--- src/rtl/uart_edge_pulse_gen.sv ---
// uart_edge_pulse_gen
//   Multi-channel synchronising edge-to-pulse generator. Each channel has
//   these stages:
//     - a synchroniser chain;
//     - an optional debounce filter;
//     - an edge detector with a per-channel mode (off/rise/fall/both);
//     - a retriggerable pulse stretcher;
//     - a sticky event flag.
//   Events are suppressed during a short warm-up after reset release, so
//   stale levels are not reported as edges.
//
//   Optional feature macro: UART_PULSE_GEN_DEBOUNCE_EN
//     When defined, a channel's filtered level follows the synchronised level
//     only after the two have differed for DEB_CYCLES consecutive clocks.
//     When undefined, the filtered level is the synchronised level.
//
// Ports:
//   i_pulse_gen_clk        clock
//   i_pulse_gen_rst        asynchronous active-high reset
//   i_pulse_gen_lvl_sig    [NUM_CH]   asynchronous level inputs
//   i_pulse_gen_mode       [2*NUM_CH] channel k mode at [2k+1:2k]:
//                                     00 off, 01 rise, 10 fall, 11 both
//   i_pulse_gen_flag_clr   [NUM_CH]   sticky flag clear
//   o_pulse_gen_pulse_sig  [NUM_CH]   stretched event pulses
//   o_pulse_gen_flag       [NUM_CH]   sticky event flags
//   o_pulse_gen_any        OR of all pulse outputs
module uart_edge_pulse_gen #(
   parameter int unsigned NUM_CH      = 4,
   parameter int unsigned SYNC_STAGES = 2,
   parameter int unsigned PULSE_LEN   = 1,
   parameter int unsigned DEB_CYCLES  = 4
) (
   input  logic                  i_pulse_gen_clk,
   input  logic                  i_pulse_gen_rst,
   input  logic [NUM_CH-1:0]     i_pulse_gen_lvl_sig,
   input  logic [2*NUM_CH-1:0]   i_pulse_gen_mode,
   input  logic [NUM_CH-1:0]     i_pulse_gen_flag_clr,
   output logic [NUM_CH-1:0]     o_pulse_gen_pulse_sig,
   output logic [NUM_CH-1:0]     o_pulse_gen_flag,
   output logic                  o_pulse_gen_any
);

   localparam int unsigned CW = $clog2(PULSE_LEN + 1);
`ifdef UART_PULSE_GEN_DEBOUNCE_EN
   localparam int unsigned WARM = SYNC_STAGES + 1 + DEB_CYCLES;
`else
   localparam int unsigned WARM = SYNC_STAGES + 1;
`endif
   localparam int unsigned WW = $clog2(WARM + 1);
   localparam logic [CW-1:0] LOAD = CW'(PULSE_LEN);

   logic [SYNC_STAGES-1:0][NUM_CH-1:0] sync_q;
   logic [NUM_CH-1:0]                  synced;
   logic [NUM_CH-1:0]                  filt;
   logic [NUM_CH-1:0]                  prev;
   logic [NUM_CH-1:0]                  evt;
   logic [NUM_CH-1:0]                  flag;
   logic [CW-1:0]                      cnt [NUM_CH];
   logic [WW-1:0]                      warm_cnt;
   logic                               warm_done;

   // Synchroniser chains for all channels, packed side by side
   always_ff @(posedge i_pulse_gen_clk or posedge i_pulse_gen_rst) begin
      if (i_pulse_gen_rst) begin
         sync_q <= '0;
      end else begin
         sync_q[0] <= i_pulse_gen_lvl_sig;
         for (int unsigned i = 1; i < SYNC_STAGES; i++) begin
            sync_q[i] <= sync_q[i-1];
         end
      end
   end

   assign synced = sync_q[SYNC_STAGES-1];

`ifdef UART_PULSE_GEN_DEBOUNCE_EN
   localparam int unsigned DW = $clog2(DEB_CYCLES + 1);
   localparam logic [DW-1:0] DEB_LAST = DW'(DEB_CYCLES - 1);

   logic [DW-1:0] deb_cnt [NUM_CH];

   // The filtered level adopts the synced level on the DEB_CYCLES-th
   // consecutive clock of disagreement; any agreement restarts the window
   always_ff @(posedge i_pulse_gen_clk or posedge i_pulse_gen_rst) begin
      if (i_pulse_gen_rst) begin
         filt <= '0;
         for (int unsigned k = 0; k < NUM_CH; k++) begin
            deb_cnt[k] <= '0;
         end
      end else begin
         for (int unsigned k = 0; k < NUM_CH; k++) begin
            if (synced[k] == filt[k]) begin
               deb_cnt[k] <= '0;
            end else if (deb_cnt[k] == DEB_LAST) begin
               filt[k]    <= synced[k];
               deb_cnt[k] <= '0;
            end else begin
               deb_cnt[k] <= deb_cnt[k] + 1'b1;
            end
         end
      end
   end
`else
   assign filt = synced;
`endif

   // The warm-up counter saturates at WARM, and warm_done is decoded from it.
   // The previous-level register keeps tracking during warm-up, so a level
   // that is held through reset release never looks like an edge.
   always_ff @(posedge i_pulse_gen_clk or posedge i_pulse_gen_rst) begin
      if (i_pulse_gen_rst) begin
         warm_cnt <= '0;
         prev     <= '0;
      end else begin
         prev <= filt;
         if (!warm_done) begin
            warm_cnt <= warm_cnt + 1'b1;
         end
      end
   end

   assign warm_done = (warm_cnt == WW'(WARM));

   always_comb begin
      evt = '0;
      for (int unsigned k = 0; k < NUM_CH; k++) begin
         evt[k] = warm_done &
                  ((i_pulse_gen_mode[2*k]   &  filt[k] & ~prev[k]) |
                   (i_pulse_gen_mode[2*k+1] & ~filt[k] &  prev[k]));
      end
   end

   // An event always reloads the counter, so back-to-back events stretch
   // a single pulse instead of splitting it
   always_ff @(posedge i_pulse_gen_clk or posedge i_pulse_gen_rst) begin
      if (i_pulse_gen_rst) begin
         for (int unsigned k = 0; k < NUM_CH; k++) begin
            cnt[k] <= '0;
         end
      end else begin
         for (int unsigned k = 0; k < NUM_CH; k++) begin
            if (evt[k]) begin
               cnt[k] <= LOAD;
            end else if (cnt[k] != '0) begin
               cnt[k] <= cnt[k] - 1'b1;
            end
         end
      end
   end

   // Set has priority over clear, so an event that coincides with a clear
   // is not lost
   always_ff @(posedge i_pulse_gen_clk or posedge i_pulse_gen_rst) begin
      if (i_pulse_gen_rst) begin
         flag <= '0;
      end else begin
         flag <= evt | (flag & ~i_pulse_gen_flag_clr);
      end
   end

   always_comb begin
      o_pulse_gen_pulse_sig = '0;
      for (int unsigned k = 0; k < NUM_CH; k++) begin
         o_pulse_gen_pulse_sig[k] = (cnt[k] != '0);
      end
   end

   assign o_pulse_gen_flag = flag;
   assign o_pulse_gen_any  = |o_pulse_gen_pulse_sig;

endmodule

--- config.mk ---
export PLATFORM = sky130hd
export DESIGN_NAME = uart_edge_pulse_gen
export DESIGN_NICKNAME = d
export VERILOG_FILES = /design/src/rtl/uart_edge_pulse_gen.sv
export SDC_FILE = /design/constraint.sdc
export NUM_CORES = 1
export LEC_CHECK = 0
export CAP_MARGIN = 25
export CORE_ASPECT_RATIO = 1.25
export CORE_MARGIN = 2
export CORE_UTILIZATION = 41
export CTS_CLUSTER_DIAMETER = 200
export DETAILED_ROUTE_END_ITERATION = 10
export PLACE_DENSITY = 0.77
export SYNTH_ARGS = -nofsm -noshare
export SYNTH_HDL_FRONTEND = slang
export SYNTH_SLANG_ARGS = --single-unit
export TNS_END_PERCENT = 5
--- constraint.sdc ---
create_clock -name i_pulse_gen_clk -period 1.49 [get_ports i_pulse_gen_clk]
set_clock_uncertainty 0.15 [all_clocks]
set_input_delay 0.298 -clock i_pulse_gen_clk [delete_from_list [all_inputs] [get_ports i_pulse_gen_clk]]
set_output_delay 0.298 -clock i_pulse_gen_clk [all_outputs]
set_load 0.03 [all_outputs]
# Word-level counts from Yosys, hierarchy flattened
# Index checks and enable logic that the tools add are counted.
# totals
inputBits	18
out_inout_bits	9
regBits	22
wordCells	59
# classes
reduce_logical	1
n_addsub	5
n_mux	8
n_eq_ne	1
n_bitwise	35
# op_table
operator	n
1-bit AND	20
1-bit two-way mux	8
1-bit NOT	8
4-bit AND	1
4-bit NOT	1
1-bit OR	4
4-bit OR	1
4-bit OR reduction	1
1-bit subtractor (second input constant)	4
2-bit by 1-bit adder with 2-bit output (second input constant)	1
2-bit == test (second input constant)	1

# Longest topological paths before layout
# depth
word_depth	6
mapped_depth	4
depth_no_buf	3

# Worst setup path after synthesis
# OpenSTA, ideal clock, no wires.
# synth_path
kind	reg-to-output
start	register cnt (netlist bit o_pulse_gen_pulse_sig[1])
end	output o_pulse_gen_any
slack_ns	-0.145
t_arrival_ns	1.187
path_stages_with_launch	2
n_path_buf	0
required_time_ns	1.042
cell_sequence	dfrtp_1 -> or4_1
# synth_via
elab_chain_cells	1
# synth_lines
item	line	source
start: declaration	58	logic [CW-1:0] cnt [NUM_CH];
start signal: indexed assignment	145	cnt[k] <= cnt[k] - 1'b1;
4-bit OR reduction	169	assign o_pulse_gen_any = |o_pulse_gen_pulse_sig;
end: declaration	40	output logic o_pulse_gen_any
# Every way passes these cells.

# Worst setup path in the final report
# Same ends and word-level chain as after synthesis.

==> run summary <==
status -> complete, but fails checks
violated checks -> setup timing
Area Overhead vs Synth -> 40.7%
PortBufs -> 26
first-pass GRT wire length -> 1910 um
routed len/inst -> 11.4 um
Pwr Density -> 1030 nW/um^2
Util after Layout -> 59.5%
synthesized net count -> 67
Post-Synth XOR/XNOR Area -> 1.20%
max cap viols -> 0
antenna cells -> 0
minimum clock period -> 1.81 ns
CORE AREA -> 1720 um^2
CP Launch Type -> flop
final worst path period share -> 122%
routed length on met3 -> 69 um
routed wl met2 -> 582 um
R2R depth -> 4
Fmax -> 552 MHz
Worst Setup Path Type -> flop to output pin
clk buf depth -> 2
CP required -> 1.04 ns
wl on met1 -> 446 um
slowest stage delay, CP -> 0.53 ns
Die Y-Extent -> 51.2 um
post-synthesis compound-gate area fraction -> 0%
NumNets Final -> 99
I/O pins -> 27
TritonCTS buffer count -> 3
adder-cell area share of the yosys netlist -> 1.72%
critical path cell sequence -> or4_4 > buf_6
initial antenna violation count -> 0
Worst Setup Slack, final -> -0.321 ns
commonest non-fill, non-tap cell in the layout -> dfrtp_1
initial DRC count -> 11
post-synth cell types -> 11
Synth Area in Simple Gates -> 18.9%
Slew HR -> 82.2%
setup bufs post-CTS -> 0
max-slew violations -> 0
grt total ovfl -> 0
vias in the first global route -> 473
DRT Pass-1 Iters -> 3
vias per cell -> 4.95
row count -> 17
Post-Syn Area -> 729 um^2
multiplexer share of the synthesized area -> 1.54%
FF+latch count, synth -> 22
largest net degree at the start of global routing -> 23
Pwr Total -> 1.06 mW
DR vias -> 480
Global Route Usage Sum -> 12.2%
register area share after synthesis -> 75.5%
GP Congestion -> 0.663
layout cells sized above 1 -> 23.1%
Initial Util -> 42.3%
Slowest-stage cell, CP -> or4_4
uppermost layer routed -> met4
worst r2r src -> warm_cnt[0]
syn avg cell area -> 15.2 um^2
commonest cells after routing, fill and taps aside -> dfrtp_1, clkdlybuf4s50_1, nand4b_1
Max VDD drop -> 656 uV
die area -> 2130 um^2
unrepaired setup endpoints after global routing -> true
largest family of logic cells by synthesized area -> simple AND/OR/NAND/NOR gates
Worst-path clk slew -> 0.11 ns
crit path max fanout -> 2
H-tree Lvls -> 1
Worst Tran Pin Value -> 0.267 ns
HPWL after DPL -> 900 um
final WL -> 1110 um
final hold violations -> 0
Hold Path Class -> primary input to asynchronous set/reset pin
antenna viol nets, final -> 0
Final setup viols -> 1
Critical Path End Type -> output pin
clk root buf -> clkbuf_4
FF-to-FF setup slack -> 0.20 ns
P_leak -> 0.469 nW
worst skew pair latency -> 0.29 ns
Die X -> 41.7 um
CTS tree -> done
FF-to-FF End -> o_pulse_gen_flag[1]
Crit path arrival time -> 1.36 ns
Post-route DRC -> 0
Yosys warnings -> 0
TritonCTS Sinks -> 22
gate count of the mapped netlist -> 48
through the flow:
stage	worst slack, ns	area [um^2]	setup TNS (ns)	cells	hold WS [ns]
4_1_cts	-0.344	1050	-0.386	97	0.178
6_report	-0.321	1030	-0.321	97	0.171
2_1_floorplan	-0.0277	736	-0.0277	48	0.137
3_5_place_dp	-0.453	1030	-0.453	94	0.185
3_3_place_gp	-0.444	1030	-0.444	94	0.184
5_1_grt	-0.379	1030	-0.379	97	0.192
cell families after synthesis:
logic type | Yosys count
flops | 22
simple gates | 21
buf+inv | 2
xor+xnor | 1
mux | 1
fa+ha+maj | 1
cell type report:
cell class                 count  area (um^2)
fill                         143          697
sequential                    22          553
timing repair buffer          28          249
multi-input combinational     24          174
tap                           19         23.8
clock buffer                   3         22.5
inverter                       1         3.75
cell usage after synthesis:
master	n	area, um^2
dfrtp_1	22	551
nand4b_1	8	70.1
nand2_1	4	15.0
nand2b_1	4	25.0
nand3_1	4	20.0
buf_2	1	5.00
ha_1	1	12.5
inv_1	1	3.75
mux2_2	1	11.3
or4_1	1	7.51
xnor2_1	1	8.76
how the worst max path moves through the flow:
stage	from	to	slack [ns]	cells past startpoint
final	o_pulse_gen_pulse_sig[1]	o_pulse_gen_any	-0.32	2
after global routing	o_pulse_gen_pulse_sig[1]	o_pulse_gen_any	-0.38	2
after CTS	o_pulse_gen_pulse_sig[0]	o_pulse_gen_any	-0.34	2
after detailed placement	o_pulse_gen_pulse_sig[2]	o_pulse_gen_any	-0.45	2
after global placement	o_pulse_gen_pulse_sig[2]	o_pulse_gen_any	-0.44	2
after floorplan	o_pulse_gen_pulse_sig[2]	o_pulse_gen_any	-0.03	1
flip-flops by register name, indices dropped and copies added, names as in the netlist:
register,cells
filt,4
prev,4
o_pulse_gen_flag,4
warm_cnt,2
sync_q,4
o_pulse_gen_pulse_sig,4
power by group:
part / switching (mW) / total (mW) / internal (mW) / leakage (nW)
Combinational: 0.0835 / 0.164 / 0.0809 / 0.199
Sequential: 0.0163 / 0.649 / 0.633 / 0.256
Clock: 0.153 / 0.247 / 0.0939 / 0.0138
metal layers:
layer	vias to the layer above	global-route usage (%)
met1	233	13.0
met4	0	8.06
met2	17	21.6
met5	-	0
met3	2	2.47
li1	228	-
worst max-delay path: cells and delay by family, from the launching register on:
kind	cells	cell delay (ns)
flip-flops	1	0.39
buffers and inverters	1	0.15
AND/OR/NAND/NOR	1	0.53
repair_timing:
item                                   4_1_cts  5_1_grt
hold buffers                                 0        0
pin swaps                                    1        1
setup endpoints to repair                    9        7
endpoints found under the hold margin        0        0
resized for setup                           24        7
Note: power is estimated with default switching activity, not from simulation.
==> patch, RTL diff (config.mk and constraints unchanged) <==
Build with the macro `UART_PULSE_GEN_DEBOUNCE_EN` defined.
--- a/src/rtl/uart_edge_pulse_gen.sv
+++ b/src/rtl/uart_edge_pulse_gen.sv
@@ -24,6 +24,8 @@
 //   o_pulse_gen_pulse_sig  [NUM_CH]   stretched event pulses
 //   o_pulse_gen_flag       [NUM_CH]   sticky event flags
 //   o_pulse_gen_any        OR of all pulse outputs
+`define UART_PULSE_GEN_DEBOUNCE_EN
+
 module uart_edge_pulse_gen #(
    parameter int unsigned NUM_CH      = 4,
    parameter int unsigned SYNC_STAGES = 2,
Behaviour: not the same (Yosys sat finds a counterexample within 10 cycles, from zero or initial values and one cycle with i_pulse_gen_rst high).
==> patch against the unedited design <==
The flow still finishes with violations (setup timing). Sequential cell count increased by 17. Power grew to 3.0 times the old value. Cell area grew 78%. Area after synthesis grew 95%. Critical path depth stayed put. Global-route usage grew 1.6 points. Setup slack lost 0.0077 ns. Routed wire length increased by 100%. Largest cell class unchanged. Largest power group unchanged.
==> patch: results (changes against the unedited design) <==
Timing
The relative slew slack came to 80.9% (was 82.2%). The number of endpoints failing setup at the final stage came to 1 (unchanged). The worst hold margin is 0.199 ns (was 0.171 ns). The final critical-path setup slack is -0.329 ns (was -0.321 ns).

Placed design
The final RePlAce weighted congestion is 0.702 (was 0.663).

Run status
Violations in the final reports: setup timing (unchanged). Status: finished, violations left (unchanged).

Layout
The fraction of layout instances using a drive strength above 1 was 19.2% (was 23.1%). The post-layout net count came to 153 (was 99).

Power
The leakage power of the design is 0.830 nW (was 0.469 nW). The worst voltage drop across the vdd grid came to 0.974 mV (was 0.656 mV).

Detailed routing
The average wire per standard cell came to 13.6 um (was 11.4 um). The routed wire length was 2270 um (was 1110 um). The DRC marker count from the first detailed-route iteration is 24 (was 11).

Synthesis
The number of distinct standard cells referenced by the synthesized netlist is 15 (was 11). Cell types occupying the most area after synthesis: sky130_fd_sc_hd__dfrtp_1, sky130_fd_sc_hd__ha_1, sky130_fd_sc_hd__nand4b_1, sky130_fd_sc_hd__mux2_2, sky130_fd_sc_hd__xnor2_1 (was sky130_fd_sc_hd__dfrtp_1, sky130_fd_sc_hd__nand4b_1, sky130_fd_sc_hd__nand2b_1, sky130_fd_sc_hd__nand3_1, sky130_fd_sc_hd__nand2_1). The gate count of the mapped netlist came to 95 (was 48). The synthesized net count came to 119 (was 67).

Clocking
The clock root buffer is sky130_fd_sc_hd__clkbuf_8 (was sky130_fd_sc_hd__clkbuf_4). The register clock-pin slew on the reported worst setup and hold paths is 0.07 ns (was 0.11 ns). The number of gates resized after cts was 18 (was 24).

Global route
The pin count of the biggest net entering global routing is 40 (was 23). The via count of the first global-routing pass is 933 (was 473).

Setup path
The register-to-register setup slack was 0.11 ns (was 0.20 ns). The capture point of the worst reg-to-reg path is warm_cnt[2] (was o_pulse_gen_flag[1]). The number of cell instances on the worst register-to-register path is 3 (was 4).
-- patch: changes by cell type in the layout (fill, tap and decap cells not counted), moves of 3 or more --
cell / before / now
sky130_fd_sc_hd__nor2b_1: 0 / 6
sky130_fd_sc_hd__dfrtp_1: 20 / 37
sky130_fd_sc_hd__clkbuf_2: 6 / 3
sky130_fd_sc_hd__mux2_2: 1 / 6
sky130_fd_sc_hd__nor3b_1: 0 / 5
sky130_fd_sc_hd__ha_1: 1 / 5
sky130_fd_sc_hd__nor3_1: 0 / 4
sky130_fd_sc_hd__clkbuf_8: 0 / 5
sky130_fd_sc_hd__clkbuf_4: 3 / 0
sky130_fd_sc_hd__xnor2_1: 1 / 5
-- patch: stage by stage --
step                total power [W]  TNS, ns
floorplan                   0.00223  -0.0277
detailed placement          0.00264   -0.633
global placement            0.00258   -0.511
finish                      0.00323   -0.329
CTS                         0.00329   -0.381
global route                0.00345   -0.403
-- patch: area by class of cell --
class                      count  area, um2
inverter                       1       3.75
timing repair buffer          28        268
sequential                    39        978
clock buffer                   7       76.3
multi-input combinational     54        444
tap                           37       46.3
fill                         280       1430
clock inverter                 1       5.00
-- patch: per-layer routing --
| layer | up-vias | wire [um] | GRT usage (%) |
|---|---|---|---|
| met5 | - | 0 | 0 |
| met4 | 0 | 74 | 10.3 |
| met3 | 7 | 129 | 3.92 |
| met2 | 24 | 1140 | 22.5 |
| met1 | 410 | 917 | 14.9 |
| li1 | 397 | - | - |
-- patch: tightest hold or removal path: stages --
cell,delay [ns]
sky130_fd_sc_hd__clkdlybuf4s50_1,0.39
sky130_fd_sc_hd__inv_1,0.09
sky130_fd_sc_hd__buf_12,0.22
-- patch: logic make-up after synthesis --
family | Yosys count | share of synthesized area, %
mux | 6 | 4.76
fa+ha+maj | 6 | 5.29
xor+xnor | 5 | 3.09
flops | 39 | 68.8
buf+inv | 2 | 1.06
simple gates | 37 | 17.0
-- patch: report_power, final --
part	internal [W]	switching (W)	total, W	leakage, nW
combinational	0.000472	0.000523	0.000995	0.315
sequential	0.00137	0.000195	0.00156	0.474
clock	0.000328	0.000340	0.000669	0.0422
-- patch: worst max path at each step --
stage,cells after the start,to,startpoint
2_1_floorplan,1,o_pulse_gen_any,o_pulse_gen_pulse_sig[2]
3_3_place_gp,2,o_pulse_gen_any,o_pulse_gen_pulse_sig[2]
3_5_place_dp,2,o_pulse_gen_any,o_pulse_gen_pulse_sig[2]
4_1_cts,2,o_pulse_gen_any,o_pulse_gen_pulse_sig[2]
5_1_grt,2,o_pulse_gen_any,o_pulse_gen_pulse_sig[2]
6_report,2,o_pulse_gen_any,o_pulse_gen_pulse_sig[2]
